`config.mk`:
```
export PLATFORM = sky130hd
export DESIGN_NAME = uart_rx_fifo_flat
export DESIGN_NICKNAME = d
export VERILOG_FILES = /design/src/rtl/uart_pkg.sv /design/src/rtl/uart_rx_fifo_if.sv /design/src/rtl/uart_fifo_mem.sv /design/src/rtl/uart_rx_fifo.sv /design/src/flat_wrapper.sv
export SDC_FILE = /design/constraint.sdc
export NUM_CORES = 1
export LEC_CHECK = 0
export ABC_AREA = 1
export CAP_MARGIN = 5
export CORE_MARGIN = 1
export CORE_UTILIZATION = 65
export CTS_CLUSTER_SIZE = 12
export DETAILED_ROUTE_END_ITERATION = 8
export HOLD_SLACK_MARGIN = 0.08
export PLACE_DENSITY = 0.85
export SYNTH_ARGS = -nofsm -noshare
export SYNTH_HDL_FRONTEND = slang
export SYNTH_HIERARCHICAL = 1
export SYNTH_SLANG_ARGS = --single-unit
export TNS_END_PERCENT = 1
```
`constraint.sdc`:
```
create_clock -name clk -period 5.6 [get_ports clk]
set_clock_uncertainty 0.05 [all_clocks]
set_input_delay 1.12 -clock clk [delete_from_list [all_inputs] [get_ports clk]]
set_output_delay 1.12 -clock clk [all_outputs]
set_load 0.005 [all_outputs]
```
`src/rtl/uart_pkg.sv`:
```
// Shared constants for the UART receive buffer: sizes, timeout length and status-byte layout.
package uart_pkg;

  localparam int dataBits      = 8;
  localparam int fifoDepth     = 16;
  localparam int fifoCntrWidth = 5;
  localparam int timeoutTicks  = 640;
  localparam int ptrWidth      = fifoCntrWidth - 1;
  localparam int tmoWidth      = 10;

  localparam int ST_NEMPTY = 0;
  localparam int ST_HALF   = 1;
  localparam int ST_FULL   = 2;
  localparam int ST_OVR    = 3;
  localparam int ST_TMO    = 4;

  function automatic logic [7:0] pack_status(input logic tmo, input logic ovr,
                                             input logic full, input logic half,
                                             input logic nempty);
    logic [7:0] st;
    st            = 8'h00;
    st[ST_TMO]    = tmo;
    st[ST_OVR]    = ovr;
    st[ST_FULL]   = full;
    st[ST_HALF]   = half;
    st[ST_NEMPTY] = nempty;
    return st;
  endfunction

endpackage

```
`src/rtl/uart_rx_fifo_if.sv`:
```
// Receiver/control-unit side signals of the UART receive buffer, bundled for port connection.
interface uart_rx_fifo_if import uart_pkg::*; ();

  logic                sTick;
  logic                rxDoneTick;
  logic [dataBits-1:0] rxData;
  logic                rdEn;
  logic                statRd;
  logic [dataBits-1:0] dataOut;
  logic [7:0]          statOut;
  logic                rxIrq;

  modport master (
    output sTick, rxDoneTick, rxData, rdEn, statRd,
    input  dataOut, statOut, rxIrq
  );

  modport slave (
    input  sTick, rxDoneTick, rxData, rdEn, statRd,
    output dataOut, statOut, rxIrq
  );

endinterface

```
`src/rtl/uart_fifo_mem.sv`:
```
// FIFO storage: register array with one write port and one registered read port.
// Storage is not reset; only the read register is, so the popped-byte output starts at zero.
module uart_fifo_mem import uart_pkg::*; (
  input  logic                clk,
  input  logic                reset,
  input  logic                we,
  input  logic [ptrWidth-1:0] waddr,
  input  logic [dataBits-1:0] wdata,
  input  logic                re,
  input  logic [ptrWidth-1:0] raddr,
  output logic [dataBits-1:0] rdata
);

  logic [dataBits-1:0] mem_q [fifoDepth];
  logic [dataBits-1:0] rdata_q, rdata_d;

  always_ff @(posedge clk) begin
    if (we) mem_q[waddr] <= wdata;
  end

  // Read sees the pre-write contents, so a full-FIFO push/pop on the same slot pops the old byte.
  always_comb begin
    rdata_d = rdata_q;
    if (re) rdata_d = mem_q[raddr];
  end

  always_ff @(posedge clk or negedge reset) begin
    if (!reset) rdata_q <= '0;
    else        rdata_q <= rdata_d;
  end

  assign rdata = rdata_q;

endmodule

```
`src/rtl/uart_rx_fifo.sv`:
```
// UART receive buffer: 16-deep byte FIFO with status byte, sticky overrun and receive interrupt.
// Optional character timeout is built when UART_RX_TIMEOUT_EN is defined.
module uart_rx_fifo import uart_pkg::*; (
  input logic           clk,
  input logic           reset,
  uart_rx_fifo_if.slave bus
);

  localparam logic [fifoCntrWidth-1:0] CNT_FULL = fifoCntrWidth'(fifoDepth);
  localparam logic [fifoCntrWidth-1:0] CNT_HALF = fifoCntrWidth'(fifoDepth / 2);

  logic [ptrWidth-1:0]      wr_ptr_q, wr_ptr_d;
  logic [ptrWidth-1:0]      rd_ptr_q, rd_ptr_d;
  logic [fifoCntrWidth-1:0] count_q, count_d;
  logic                     overrun_q, overrun_d;
  logic                     rx_timeout;

  logic full, empty, half_full;
  logic push, pop, ovr_set;

  always_comb begin
    full      = (count_q == CNT_FULL);
    empty     = (count_q == '0);
    half_full = (count_q >= CNT_HALF);
    pop       = bus.rdEn & ~empty;
    // A simultaneous pop frees a slot, so a push into a full FIFO is still accepted.
    push      = bus.rxDoneTick & (~full | pop);
    ovr_set   = bus.rxDoneTick & full & ~bus.rdEn;
  end

  always_comb begin
    wr_ptr_d  = wr_ptr_q;
    rd_ptr_d  = rd_ptr_q;
    count_d   = count_q;
    overrun_d = overrun_q;
    if (push) wr_ptr_d = wr_ptr_q + 1'b1;
    if (pop)  rd_ptr_d = rd_ptr_q + 1'b1;
    if (push && !pop)      count_d = count_q + 1'b1;
    else if (pop && !push) count_d = count_q - 1'b1;
    if (ovr_set)         overrun_d = 1'b1;
    else if (bus.statRd) overrun_d = 1'b0;
  end

  always_ff @(posedge clk or negedge reset) begin
    if (!reset) begin
      wr_ptr_q  <= '0;
      rd_ptr_q  <= '0;
      count_q   <= '0;
      overrun_q <= 1'b0;
    end else begin
      wr_ptr_q  <= wr_ptr_d;
      rd_ptr_q  <= rd_ptr_d;
      count_q   <= count_d;
      overrun_q <= overrun_d;
    end
  end

`ifdef UART_RX_TIMEOUT_EN
  localparam logic [tmoWidth-1:0] TMO_LAST = tmoWidth'(timeoutTicks - 1);

  logic [tmoWidth-1:0] tmo_cnt_q, tmo_cnt_d;
  logic                rx_timeout_q, rx_timeout_d;
  logic                tmo_set;

  // Counter measures idle time with data waiting; it parks at the last value once expired.
  always_comb begin
    tmo_cnt_d    = tmo_cnt_q;
    rx_timeout_d = rx_timeout_q;
    tmo_set      = 1'b0;
    if (push || pop || empty) begin
      tmo_cnt_d = '0;
    end else if (bus.sTick) begin
      if (tmo_cnt_q == TMO_LAST) tmo_set   = 1'b1;
      else                       tmo_cnt_d = tmo_cnt_q + 1'b1;
    end
    if (tmo_set)         rx_timeout_d = 1'b1;
    else if (bus.statRd) rx_timeout_d = 1'b0;
  end

  always_ff @(posedge clk or negedge reset) begin
    if (!reset) begin
      tmo_cnt_q    <= '0;
      rx_timeout_q <= 1'b0;
    end else begin
      tmo_cnt_q    <= tmo_cnt_d;
      rx_timeout_q <= rx_timeout_d;
    end
  end

  assign rx_timeout = rx_timeout_q;
`else
  logic unused_stick;
  assign unused_stick = bus.sTick;
  assign rx_timeout   = 1'b0;
`endif

  uart_fifo_mem u_mem (
    .clk   (clk),
    .reset (reset),
    .we    (push),
    .waddr (wr_ptr_q),
    .wdata (bus.rxData),
    .re    (pop),
    .raddr (rd_ptr_q),
    .rdata (bus.dataOut)
  );

  always_comb begin
    bus.statOut = pack_status(rx_timeout, overrun_q, full, half_full, ~empty);
    bus.rxIrq   = ~empty | overrun_q | rx_timeout;
  end

endmodule

```
`src/flat_wrapper.sv`:
```
// flat-port wrapper written by rule: the top's interface ports become plain ports
module uart_rx_fifo_flat import uart_pkg::*;
  (clk, reset, bus_sTick, bus_rxDoneTick, bus_rxData, bus_rdEn, bus_statRd, bus_dataOut, bus_statOut, bus_rxIrq);
  uart_rx_fifo_if bus_i ();
  input logic clk;
  input logic reset;
  input wire logic [$bits(bus_i.sTick)-1:0] bus_sTick;
  input wire logic [$bits(bus_i.rxDoneTick)-1:0] bus_rxDoneTick;
  input wire logic [$bits(bus_i.rxData)-1:0] bus_rxData;
  input wire logic [$bits(bus_i.rdEn)-1:0] bus_rdEn;
  input wire logic [$bits(bus_i.statRd)-1:0] bus_statRd;
  output wire logic [$bits(bus_i.dataOut)-1:0] bus_dataOut;
  output wire logic [$bits(bus_i.statOut)-1:0] bus_statOut;
  output wire logic [$bits(bus_i.rxIrq)-1:0] bus_rxIrq;
  assign bus_i.sTick = bus_sTick;
  assign bus_i.rxDoneTick = bus_rxDoneTick;
  assign bus_i.rxData = bus_rxData;
  assign bus_i.rdEn = bus_rdEn;
  assign bus_i.statRd = bus_statRd;
  assign bus_dataOut = bus_i.dataOut;
  assign bus_statOut = bus_i.statOut;
  assign bus_rxIrq = bus_i.rxIrq;
  uart_rx_fifo u_core (.clk(clk), .reset(reset), .bus(bus_i));
endmodule
```
== Word level (Yosys, flattened, before mapping) ==
Memory sizes are Yosys's and may differ from the RTL's. A register that Yosys moved wholly into a read port is not among the register bits.
Cells that the tools add are included.

* Eq/ne operators: 1
* Add/subtract/negate cells: 4
* Reduce and logical (&&, ||, !) cells: 8
* Bitwise logic cells: 9
* Multiplexer cells: 6
* Magnitude comparators: 1

{| class="wikitable"
|+ Operator list
! operator !! number
|-
| 2-to-1 mux 5 bit || 2
|-
| adder 4 x 1 -> 4 bit, second input constant || 2
|-
| adder 5 x 1 -> 5 bit, second input constant || 1
|-
| equality test 5 bit, second input constant || 1
|-
| >= comparator 5 x 4 -> 1 bit, second input constant || 1
|-
| logical NOT 5 bit || 1
|-
| subtractor 5 x 1 -> 5 bit, second input constant || 1
|-
| bitwise AND 1 bit || 4
|-
| 2-to-1 mux 1 bit || 4
|-
| nonzero test 2 bit || 2
|-
| logical NOT 1 bit || 3
|-
| NOT 1 bit || 3
|-
| logical AND 1 bit || 2
|-
| bitwise OR 1 bit || 2
|}

* Register bits after elaboration: 14
* RAM bits: 128
* Word-level logic and storage cells: 34
* Memories kept: 1
* Output and inout bits: 17

{| class="wikitable"
|+ Memory list
! memory !! depth !! width !! rd ports !! clocked after Yosys merged registers in !! wr ports !! RTL line !! text
|-
| u_core.u_mem.mem_q || 16 || 8 || 1 || 1 || 1 || uart_fifo_mem.sv:14 || <nowiki>logic [dataBits-1:0] mem_q [fifoDepth];</nowiki>
|}

== Longest topological paths before layout ==
Gate-level depths: netlist of run 1.

* Depth in word-level cells: 9
* Gate-level depth with buffers: 14

== Cells and area by module ==
Netlist of run 1, hierarchy kept.

{| class="wikitable"
|+ Modules (own cells, without submodules)
! module !! area each (um^2) !! cells an instance !! instances
|-
| uart_fifo_mem || 5635.4 || 483 || 1
|-
| uart_rx_fifo || 929.6 || 114 || 1
|}

== Worst setup path before layout of run 1 ==
OpenSTA, ideal clock, no wires.

* Path kind: in2reg
* From: in bus_rdEn
* To: reg u_core.count_q[4]
* Arrival time: 2.622 ns
* Library setup time: 0.117 ns
* Path slack: 2.812 ns
* Stages: 12
* Cell sequence: inv_1 nand4_2 nand2_2 inv_1 ha_1 inv_1 ha_1 or2_2 nand3_1 nand2_1 nand2_1 nand2_1

* Word-level cells in the longest chain between the ends: 6
* Elaborated cells between the ends (all ways): 9

{| class="wikitable"
|+ RTL lines
! element !! RTL line !! text
|-
| from (decl) || flat_wrapper.sv:10 || <nowiki>input wire logic [$bits(bus_i.rdEn)-1:0] bus_rdEn;</nowiki>
|-
| bitwise AND 1 bit * || uart_rx_fifo.sv:25 || <nowiki>pop = bus.rdEn & ~empty;</nowiki>
|-
| bitwise OR 1 bit * || uart_rx_fifo.sv:27 || <nowiki>push = bus.rxDoneTick & (~full | pop);</nowiki>
|-
| bitwise AND 1 bit * || uart_rx_fifo.sv:27 ||
|-
| named net u_core.push || uart_rx_fifo.sv:19 || <nowiki>logic push, pop, ovr_set;</nowiki>
|-
| logical NOT 1 bit || uart_rx_fifo.sv:39 || <nowiki>else if (pop && !push) count_d = count_q - 1'b1;</nowiki>
|-
| logical AND 1 bit || uart_rx_fifo.sv:39 ||
|-
| nonzero test 2 bit (no line) || n/a ||
|-
| to (signal assigned) || uart_rx_fifo.sv:53 || <nowiki>count_q <= count_d;</nowiki>
|-
| to (decl) || uart_rx_fifo.sv:14 || <nowiki>logic [fifoCntrWidth-1:0] count_q, count_d;</nowiki>
|}

The timed path passes the listed nets; every way through them passes the cells marked *.
A chain may end at the register's enable or synchronous reset.

== Final worst setup path of run 1 ==
Same ends and word-level chain as after synthesis.

==> impl_metrics.py, run 1 <==
metrics = {
    "hold_path": {
        "worst_hold_path.num_cells": 2,
        "holdCritStartpoint": "u_core/u_mem/rdata[5]$_DFFE_PN0P_",
        "timing.hold.worst_endpoint": "u_core/u_mem/rdata[5]$_DFFE_PN0P_",
        "min_path_type": "reg -> reg",
    },
    "critical_path": {
        "worst_setup_path_start_kind": "primary input",
        "arrival_ps": 3440,
        "worst-r2r-cell-count": 10,
        "timing.rr.end": "u_core/u_mem/rdata[3]$_DFFE_PN0P_",
        "worstReg2RegStart": "u_core/rd_ptr_q[0]$_DFFE_PN0P_",
        "slowest_delay_ps": 470,
        "endpoint_kind": "flip-flop",
        "crit_buf_inv": 4,
        "slowest_stage": "clkdlybuf4s50_1",
        "worst_ep_required_time_ps": 5970,
        "crit_path_max_fanout": 5,
        "timing.critical_path.max_delay_family": "simple AND/OR/NAND/NOR gates",
        "path_cells": "clkdlybuf4s50_1 > inv_1 > nand4_2 > nand2_2 > inv_1 > ha_1 > inv_1 > ha_1 > or2_2 > nand3_1 > nand2_1 > nand2_1 > nand2_1",
        "r2r_setup_slack_ps": 3010,
        "crit_type": "in -> reg",
    },
    "outcome": {
        "outcome": "finished, violations left",
        "violated_checks": "DRC",
    },
    "routing": {
        "vias_per_cell": 5.834,
        "drtAntennaViolNets": 0,
        "drtIter0Drc": 340,
        "remaining_drc_errors": 2,
        "wirelength_um": 13730,
        "drt_first_pass_iters": 7,
        "wire_per_inst_um": 18.09,
        "via_count": 4428,
    },
    "floorplan": {
        "io_pins": 31,
        "initial_utilization": 0.6717,
        "floorplan.rows": 36,
        "die_w_um": 102.5,
        "chipHeight_um": 102.5,
        "floorplan.die_area_um2": 10510,
        "core_footprint_um2": 9774,
    },
    "place": {
        "placed_cells": 727,
        "detailedPlacementHpwl_um": 8243,
        "detailed_place.area_um2": 6693,
        "numPortBuffers": 25,
        "dpl_worst_slack_ps": 2043,
        "globalplace.congestion": 0.8286,
    },
    "yosys": {
        "syn-cell-area_um2": 6565,
        "synth-seq-area-share": 0.6693,
        "compound_cell_area_share_of_the_yosys_netlist": 0.005146,
        "synth_edf_count": 128,
        "ys.flop_type": "edfxtp_1",
        "synth_top_family_by_area": "simple AND/OR/NAND/NOR gates",
        "synthCells": 597,
        "yosys_warnings": 6,
        "post_synthesis_mux_area_share": 0,
        "post_synth_num_cell_types": 29,
        "post_synth.cell_area_avg_um2": 11.00,
        "synth-seq-cells": 150,
        "xor_and_xnor_area_share_after_synthesis": 0.005336,
        "synth_simple_gate_area_share": 0.2439,
        "ys_async_sr_fraction": 0.1467,
        "synthAdderAreaFrac": 0.01448,
    },
    "cells_and_area": {
        "final_cells": 759,
        "syn_to_final_growth_pct": 10.06,
        "layout_common_cells": "nand2_1 (232), edfxtp_1 (128), nand3_1 (108)",
        "nNetsFinal": 634,
        "drive_gt1_frac": 0.07348,
        "antenna_cells_inserted": 0,
        "stdcell_area_um2": 7226,
        "mostFrequentLayoutCell": "nand2_1",
        "nFillCells": 627,
        "final_core_util": 0.7392,
    },
    "clock_tree": {
        "post_cts.repair.setup_buffers": 0,
        "cts_sinks": 150,
        "maximum_buffer_depth_of_the_clock_tree": 2,
        "ctsHoldBuffers": 0,
        "tritoncts_clock_tree": "built",
        "clk_pin_slew_worst_setup_hold_paths_ps": 60,
        "worstSkewPairLatency_ps": 520,
        "h-tree-depth": 4,
        "post_cts_resized": 0,
        "clock-root-buffer": "clkbuf_8",
        "cts_buffers": 17,
    },
    "timing": {
        "layout_worst_path_cycle_share": 0.5491,
        "whs_ps": 430.8,
        "timing.final.ws_setup_ps": 2525,
        "final-max-slew-violation-count": 0,
        "f_max_ghz": 0.3252,
        "timing.final.crit_period_ps": 3075,
        "slew_headroom": 0.2685,
        "setup_violations": 0,
        "worst_slew_pin_slew_ps": 1096,
        "finalHoldViolations": 0,
        "final.setup.tns_ps": 0,
        "setup_repair_after_global_routing_missed_its_margin": "no",
    },
    "power_and_ir_drop": {
        "power-per-cell-area_nw_per_um2": 517.6,
        "power.ir.vdd_worst_mv": 0.3125,
        "power.leakage_nw": 2.860,
        "post_route_total_power_mw": 3.740,
    },
    "global_route": {
        "globalRouteTotalUtil": 0.2857,
        "grt_antenna_before_repair": 0,
        "first_global_vias": 4098,
        "grt_start_max_net_pins": 70,
        "gr-total-overflow": 0,
        "grt_first_pass_wirelength_um": 21240,
    },
    "run": {
        "number_of_max_cap_violations": 0,
    },
}
==> layer usage <==
layer	wire [um]	global-route usage	vias up	share of wire
met5	0	0	-	0
met3	1270	0.06237	41	0.092
met4	545	0.1549	0	0.040
li1	-	-	2049	-
met1	5048	0.3687	2078	0.37
met2	6869	0.4569	260	0.50
==> Yosys cell counts (4+ instances only) <==
cell type  count  area, um^2
clkbuf_8       7       96.34
nor2_1        20       75.07
buf_6          9       101.4
ha_1           6       75.07
nand2_1      232       870.8
nand3_1      108       540.5
inv_1         19       71.32
edfxtp_1     128        3844
buf_4         14       105.1
o21ai_0        4       20.02
dfrtp_1       22       550.5
==> where the power goes <==
group / total, mW / switching [mW] / internal [mW]
sequential: 1.48 / 0.117 / 1.36
clock: 1.01 / 0.424 / 0.582
combinational: 1.25 / 0.846 / 0.408
total: 3.74 / 1.39 / 2.35
==> sequential cells by signal, summed over array words and instances, names as in the netlist <==
register and cells:
u_core/count_q 5, u_core/overrun_q 1, u_core/rd_ptr_q 4, u_core/u_mem/mem_q 128
u_core/u_mem/rdata 8, u_core/wr_ptr_q 4
==> worst min-delay path, delay by kind of cell (launching register included) <==
family	cells	cell delay (ps)
DFF	1	340
and+or+nand+nor	2	100
==> worst max-delay path by stage <==
| stage | slack [ps] | cells after the start | endpoint | start |
|---|---|---|---|---|
| detailed placement | 2040 | 13 | u_core/count_q[4]$_DFFE_PN0P_ | bus_rdEn |
| finish | 2530 | 13 | u_core/count_q[4]$_DFFE_PN0P_ | bus_rdEn |
| global placement | 2140 | 13 | u_core/count_q[4]$_DFFE_PN0P_ | bus_rdEn |
| global route | 2380 | 14 | u_core/count_q[4]$_DFFE_PN0P_ | bus_rdEn |
| floorplan | 2810 | 12 | u_core/count_q[4]$_DFFE_PN0P_ | bus_rdEn |
| CTS | 2580 | 13 | u_core/count_q[4]$_DFFE_PN0P_ | bus_rdEn |
==> cells by family (layout without fill, tap and decap cells) <==
| family | after synthesis | after routing |
|---|---|---|
| adder cells (fa/ha/maj) | 7 | 7 |
| AO/OA/AOI/OAI | 6 | 6 |
| flip-flops | 150 | 150 |
| buffers and inverters | 55 | 81 |
| AND/OR/NAND/NOR | 374 | 374 |
| other | 1 | 4 |
| XOR/XNOR | 4 | 4 |
==> layout make-up <==
class	count	area, um^2	share of cell area
Inverter	22	85.08	0.01177
Multi-Input combinational cell	395	1780	0.2464
Timing Repair Buffer	27	265.3	0.03671
Clock inverter	11	72.57	0.01004
Clock buffer	21	460.4	0.06372
Tap cell	133	166.4	0.02303
Sequential cell	150	4395	0.6083
Note: power is estimated with default switching activity, not from simulation.
==> run 2: changes to the inputs <==
--- a/config.mk
+++ b/config.mk
@@ -8,11 +8,11 @@
 export ABC_AREA = 1
 export CAP_MARGIN = 5
 export CORE_MARGIN = 1
-export CORE_UTILIZATION = 65
+export CORE_UTILIZATION = 54
 export CTS_CLUSTER_SIZE = 12
 export DETAILED_ROUTE_END_ITERATION = 8
 export HOLD_SLACK_MARGIN = 0.08
-export PLACE_DENSITY = 0.85
+export PLACE_DENSITY = 0.75
 export SYNTH_ARGS = -nofsm -noshare
 export SYNTH_HDL_FRONTEND = slang
 export SYNTH_HIERARCHICAL = 1
==> constraint.sdc (replaced) <==
create_clock -name clk -period 2.53 [get_ports clk]
set_clock_uncertainty 0.05 [all_clocks]
set_input_delay 0.506 -clock clk [delete_from_list [all_inputs] [get_ports clk]]
set_output_delay 0.506 -clock clk [all_outputs]
set_load 0.005 [all_outputs]
==> run 2 against run 1 <==
Compared with the run above: the flow still finishes with violations (DRC); combinational power is 130% higher; clock power is 150% higher; final cell count is 5.1% higher; worst setup slack worse by 2300 ps; wire length is 0.60% higher; via count is 1.6% higher; critical path depth is 9 lower; sequential power is 120% higher; clock-buffer cell count is 2 lower; power is 130% higher; critical path type is now reg -> out; highest routed layer unchanged.
==> impl_metrics.py, run 2 (synthesis gave the netlist of run 1 again) <==
metrics = {
    "clock_tree": {
        "clock-root-buffer": "clkbuf_16",
        "post_cts_resized": 0,
        "tritoncts_clock_tree": "built",
        "maximum_buffer_depth_of_the_clock_tree": 2,
        "h-tree-depth": 4,
        "cts_sinks": 150,
        "worstSkewPairLatency_ps": 420,
        "ctsHoldBuffers": 0,
        "clk_pin_slew_worst_setup_hold_paths_ps": 60,
        "cts_buffers": 17,
        "post_cts.repair.setup_buffers": 0,
    },
    "timing": {
        "finalHoldViolations": 0,
        "final-max-slew-violation-count": 0,
        "layout_worst_path_cycle_share": 0.8927,
        "slew_headroom": 0.5195,
        "f_max_ghz": 0.4428,
        "final.setup.tns_ps": 0,
        "whs_ps": 388.9,
        "setup_repair_after_global_routing_missed_its_margin": "no",
        "timing.final.crit_period_ps": 2259,
        "worst_slew_pin_slew_ps": 718.4,
        "setup_violations": 0,
    },
    "critical_path": {
        "slowest_stage": "clkdlybuf4s50_1",
        "worst_setup_path_start_kind": "flip-flop",
        "arrival_ps": 1700,
        "crit_type": "reg -> out",
        "r2r_setup_slack_ps": 320,
        "timing.rr.end": "u_core/count_q[4]$_DFFE_PN0P_",
        "path_cells": "nor2_4 > nand3_1 > inv_1 > clkdlybuf4s50_1",
        "slowest_delay_ps": 500,
        "worst-r2r-cell-count": 12,
        "timing.critical_path.max_delay_family": "buffers and inverters",
        "crit_path_max_fanout": 4,
        "crit_buf_inv": 2,
        "worstReg2RegStart": "u_core/count_q[2]$_DFFE_PN0P_",
        "endpoint_kind": "primary output",
        "worst_ep_required_time_ps": 1970,
    },
    "power_and_ir_drop": {
        "power.leakage_nw": 3.035,
        "power.ir.vdd_worst_mv": 0.5915,
        "netSwitchingFraction": 0.3536,
        "power.share.clock": 0.290,
        "sequentialPowerShare": 0.378,
        "post_route_total_power_mw": 8.574,
        "combPwrFrac": 0.332,
        "power.internal_mw": 5.542,
        "power.net_switching_mw": 3.032,
        "power-per-cell-area_nw_per_um2": 1138,
    },
    "cells_and_area": {
        "registers.top_by_ff_count": "u_core/u_mem/mem_q",
        "nNetsFinal": 664,
        "layout_common_cells": "nand2_1 (232), edfxtp_1 (128), nand3_1 (108)",
        "mostFrequentLayoutCell": "nand2_1",
        "final_core_util": 0.6485,
        "stdcell_area_um2": 7531,
        "antenna_cells_inserted": 0,
        "drive_gt1_frac": 0.1145,
        "largest_reg_flops": 128,
        "syn_to_final_growth_pct": 14.71,
    },
    "global_route": {
        "grt_first_pass_wirelength_um": 22430,
        "first_global_vias": 4390,
        "globalRouteTotalUtil": 0.2406,
        "grt_start_max_net_pins": 69,
        "grt_antenna_before_repair": 0,
        "gr-total-overflow": 0,
    },
    "place": {
        "detailed_place.area_um2": 6943,
        "numPortBuffers": 25,
        "globalplace.congestion": 0.7928,
        "detailedPlacementHpwl_um": 8648,
    },
    "floorplan": {
        "floorplan.rows": 39,
        "die_w_um": 112.3,
        "core_footprint_um2": 11610,
        "initial_utilization": 0.5653,
        "io_pins": 31,
        "chipHeight_um": 112.3,
        "floorplan.die_area_um2": 12600,
    },
    "outcome": {
        "outcome": "finished, violations left",
        "violated_checks": "DRC",
    },
    "routing": {
        "drtIter0Drc": 487,
        "vias_per_cell": 5.635,
        "drtAntennaViolNets": 0,
        "wirelength_um": 13820,
        "wire_per_inst_um": 17.31,
        "remaining_drc_errors": 2,
        "via_count": 4497,
        "drt_first_pass_iters": 9,
    },
    "hold_path": {
        "min_path_type": "in -> async",
    },
    "run": {
        "number_of_max_cap_violations": 0,
    },
}
run 2: cell types whose count changed in the layout (fill, tap and decap cells not counted):
cell / before / now
clkbuf_8: 2 / 0
buf_12: 0 / 1
buf_4: 2 / 31
bufinv_16: 0 / 3
inv_4: 4 / 1
clkinv_2: 4 / 3
clkinv_4: 2 / 3
clkinvlp_4: 1 / 2
run 2: per-stage QoR:
step | std cells | setup WS (ps)
global placement | 767 | -27.81
floorplan | 600 | 355.6
CTS | 798 | 256.0
finish | 798 | 271.4
global route | 798 | 166.0
detailed placement | 767 | -93.63
run 2: power by group through the flow:
stage                     Clock, mW  Combinational (mW)  Sequential (mW)
after floorplan                   0                2.17             3.25
after global placement            0                2.71             3.27
after detailed placement          0                2.81             3.29
after CTS                      2.52                2.83             3.24
after global routing           2.62                3.19             3.28
final                          2.48                2.85             3.24
run 2: cell type report:
class / instances / area, um^2
Clock buffer: 19 / 432.9
Inverter: 22 / 85.08
Fill cell: 875 / 4083
Clock inverter: 12 / 155.1
Multi-Input combinational cell: 395 / 1780
Timing Repair Buffer: 57 / 503.0
Tap cell: 143 / 178.9
Sequential cell: 150 / 4395
run 2: how the worst max path moves through the flow:
stage | startpoint | to | slack, ps | depth (start not counted)
2_1_floorplan | bus_rdEn | u_core/count_q[4]$_DFFE_PN0P_ | 360 | 12
3_3_place_gp | bus_rdEn | u_core/count_q[4]$_DFFE_PN0P_ | -30 | 13
3_5_place_dp | bus_rdEn | u_core/count_q[4]$_DFFE_PN0P_ | -90 | 13
4_1_cts | u_core/count_q[0]$_DFFE_PN0P_ | bus_statOut[2] | 260 | 4
5_1_grt | u_core/count_q[0]$_DFFE_PN0P_ | u_core/count_q[4]$_DFFE_PN0P_ | 170 | 12
6_report | u_core/count_q[0]$_DFFE_PN0P_ | bus_statOut[2] | 270 | 4
run 2: worst reg2reg max path: stages (launching register included):
cell and delay [ps]:
dfrtp_1 440, nor2_4 180, nand4_2 130, nand2_2 80
inv_1 50, ha_1 230, inv_1 130, ha_1 270
or2_2 320, nand3_1 80, nand2_1 50, nand2_1 50
nand2_1 50
run 2: routing by layer:
layer	GRT usage	vias to the layer above	routed length, um
met5	0	-	0
met4	0.1049	0	308
met1	0.3153	2141	5844
li1	-	2107	-
met3	0.04428	34	944
met2	0.3967	215	6719
==> run 3: changes to the inputs <==
--- a/config.mk
+++ b/config.mk
@@ -8,11 +8,12 @@
 export ABC_AREA = 1
 export CAP_MARGIN = 5
 export CORE_MARGIN = 1
-export CORE_UTILIZATION = 54
+export CORE_UTILIZATION = 67
+export CTS_BUF_LIST = sky130_fd_sc_hd__clkbuf_2 sky130_fd_sc_hd__clkbuf_4 sky130_fd_sc_hd__clkbuf_8
 export CTS_CLUSTER_SIZE = 12
 export DETAILED_ROUTE_END_ITERATION = 8
 export HOLD_SLACK_MARGIN = 0.08
-export PLACE_DENSITY = 0.75
+export PLACE_DENSITY = 0.87
 export SYNTH_ARGS = -nofsm -noshare
 export SYNTH_HDL_FRONTEND = slang
 export SYNTH_HIERARCHICAL = 1
==> constraint.sdc (replaced) <==
create_clock -name clk -period 2.75 [get_ports clk]
set_clock_uncertainty 0.05 [all_clocks]
set_input_delay 0.55 -clock clk [delete_from_list [all_inputs] [get_ports clk]]
set_output_delay 0.55 -clock clk [all_outputs]
set_load 0.005 [all_outputs]
==> run 3 against run 2 <==
Compared with the run above: the flow now finishes without violations; clock-buffer cell count unchanged; via count increased by 4.4%; worst setup slack improved by 150 ps; critical path depth unchanged; sequential power decreased by 6.5%; die area decreased by 19%; power decreased by 12%; first-iteration DRC count increased by 4.3%; non-clock buffer count decreased by 5; utilization increased by 13 points; critical endpoint unchanged; largest cell class unchanged; highest routed layer unchanged.
==> impl_metrics.py, run 3 (synthesis gave the netlist of run 1 again) <==
metrics = {
    "timing": {
        "slew_headroom": 0.4736,
        "setup_violations": 0,
        "worst_slew_pin_slew_ps": 787.1,
        "f_max_ghz": 0.4295,
        "timing.final.crit_period_ps": 2328,
        "layout_worst_path_cycle_share": 0.8466,
        "final.setup.tns_ps": 0,
        "setup_repair_after_global_routing_missed_its_margin": "no",
        "finalHoldViolations": 0,
        "final-max-slew-violation-count": 0,
    },
    "critical_path": {
        "worst_setup_path_start_kind": "flip-flop",
        "crit_path_max_fanout": 4,
        "arrival_ps": 1730,
        "worstReg2RegStart": "u_core/count_q[0]$_DFFE_PN0P_",
        "setup.worst_path.end": "bus_statOut[2]",
        "crit_path_start": "u_core/count_q[0]$_DFFE_PN0P_",
        "endpoint_kind": "primary output",
        "worst_ep_required_time_ps": 2150,
        "timing.rr.end": "u_core/count_q[4]$_DFFE_PN0P_",
        "crit_type": "reg -> out",
        "worst-r2r-cell-count": 12,
        "r2r_setup_slack_ps": 500,
    },
    "place": {
        "numPortBuffers": 25,
        "globalplace.congestion": 0.8383,
        "detailedPlacementHpwl_um": 9015,
        "placed_cells": 748,
    },
    "run": {
        "number_of_max_cap_violations": 0,
    },
    "cells_and_area": {
        "mostFrequentLayoutCell": "nand2_1",
        "antenna_cells_inserted": 0,
        "registers.top_by_ff_count": "u_core/u_mem/mem_q",
        "final_cells": 780,
        "nNetsFinal": 659,
        "largest_reg_flops": 128,
        "syn_to_final_growth_pct": 11.36,
        "drive_gt1_frac": 0.1121,
        "layout_common_cells": "nand2_1 (232), edfxtp_1 (128), nand3_1 (108)",
    },
    "global_route": {
        "grt_antenna_before_repair": 0,
        "gr-total-overflow": 0,
        "grt_start_max_net_pins": 37,
        "grt_first_pass_wirelength_um": 23180,
        "globalRouteTotalUtil": 0.3191,
        "first_global_vias": 4434,
    },
    "floorplan": {
        "core_footprint_um2": 9371,
        "die_w_um": 101.0,
        "floorplan.rows": 35,
        "initial_utilization": 0.7005,
        "io_pins": 31,
        "chipHeight_um": 101.0,
        "floorplan.die_area_um2": 10200,
    },
    "clock_tree": {
        "post_cts_resized": 0,
        "clk_pin_slew_worst_setup_hold_paths_ps": 90,
        "cts_buffers": 17,
        "worstSkewPairLatency_ps": 440,
        "h-tree-depth": 4,
        "tritoncts_clock_tree": "built",
        "maximum_buffer_depth_of_the_clock_tree": 2,
        "clock-root-buffer": "clkbuf_8",
        "post_cts.repair.setup_buffers": 0,
        "cts_sinks": 150,
        "ctsHoldBuffers": 0,
    },
    "outcome": {
        "outcome": "complete, no violations",
    },
    "routing": {
        "drtAntennaViolNets": 0,
        "wire_per_inst_um": 19.16,
        "remaining_drc_errors": 0,
        "drt_first_pass_iters": 6,
        "drtIter0Drc": 508,
        "wirelength_um": 14940,
        "vias_per_cell": 6.021,
        "via_count": 4696,
    },
    "power_and_ir_drop": {
        "power.ir.vdd_worst_mv": 0.6281,
        "power.leakage_nw": 2.948,
        "post_route_total_power_mw": 7.533,
        "power-per-cell-area_nw_per_um2": 1030,
    },
    "hold_path": {
        "min_path_type": "in -> async",
    },
}
run 3: cell count changes in the layout (fill, tap and decap cells not counted):
| cell | change |
|---|---|
| buf_12 | -1 |
| buf_4 | -4 |
| bufinv_16 | +1 |
| clkbuf_1 | -2 |
| clkbuf_16 | -17 |
| clkbuf_4 | +1 |
| clkbuf_8 | +18 |
| clkinv_2 | +2 |
| clkinvlp_4 | -2 |
run 3: how the worst min path moves through the flow:
stage / startpoint / endpoint / slack (ps) / cells past startpoint
3_5_place_dp: u_core/u_mem/rdata[3]$_DFFE_PN0P_ / u_core/u_mem/rdata[3]$_DFFE_PN0P_ / 410 / 2
2_1_floorplan: reset / u_core/count_q[0]$_DFFE_PN0P_ / 200 / 0
4_1_cts: reset / u_core/u_mem/rdata[2]$_DFFE_PN0P_ / 380 / 2
3_3_place_gp: u_core/u_mem/rdata[3]$_DFFE_PN0P_ / u_core/u_mem/rdata[3]$_DFFE_PN0P_ / 410 / 2
6_report: reset / u_core/u_mem/rdata[2]$_DFFE_PN0P_ / 400 / 2
5_1_grt: reset / u_core/u_mem/rdata[2]$_DFFE_PN0P_ / 400 / 2
run 3: power breakdown:
part | switching (mW) | internal (mW)
clock network | 0.821 | 1.02
logic | 1.77 | 0.888
registers | 0.263 | 2.77
total | 2.85 | 4.68
run 3: area by class of cell:
cell class	instances	area (um^2)
Clock buffer	19	255.2
Fill cell	580	2061
Sequential cell	150	4395
Clock inverter	13	180.2
Tap cell	129	161.4
Timing Repair Buffer	52	452.9
Inverter	22	85.08
Multi-Input combinational cell	395	1780
run 3: metal layers:
metal / GRT usage / vias to the layer above / share of wire
met5: 0 / - / 0
met4: 0.1695 / 0 / 0.047
met3: 0.07351 / 74 / 0.097
met2: 0.5237 / 349 / 0.50
met1: 0.3983 / 2184 / 0.36
li1: - / 2089 / -
run 3: critical path, cell delays in order (launching register included):
cell and delay (ps):
dfrtp_1 460, nor2_4 180, nand3_1 80, inv_1 70, clkdlybuf4s50_1 500
run 3: stage by stage:
stage	hold WS (ps)	setup slack (ps)	util	instance area, um^2
after CTS	383.6	400.5	0.7801	7311
final	396.4	421.9	0.7801	7311
after detailed placement	414.7	31.89	0.7336	6875
after global routing	395.6	303.6	0.7801	7311
after floorplan	204.4	531.6	-	6576
after global placement	414.0	92.68	0.7336	6875
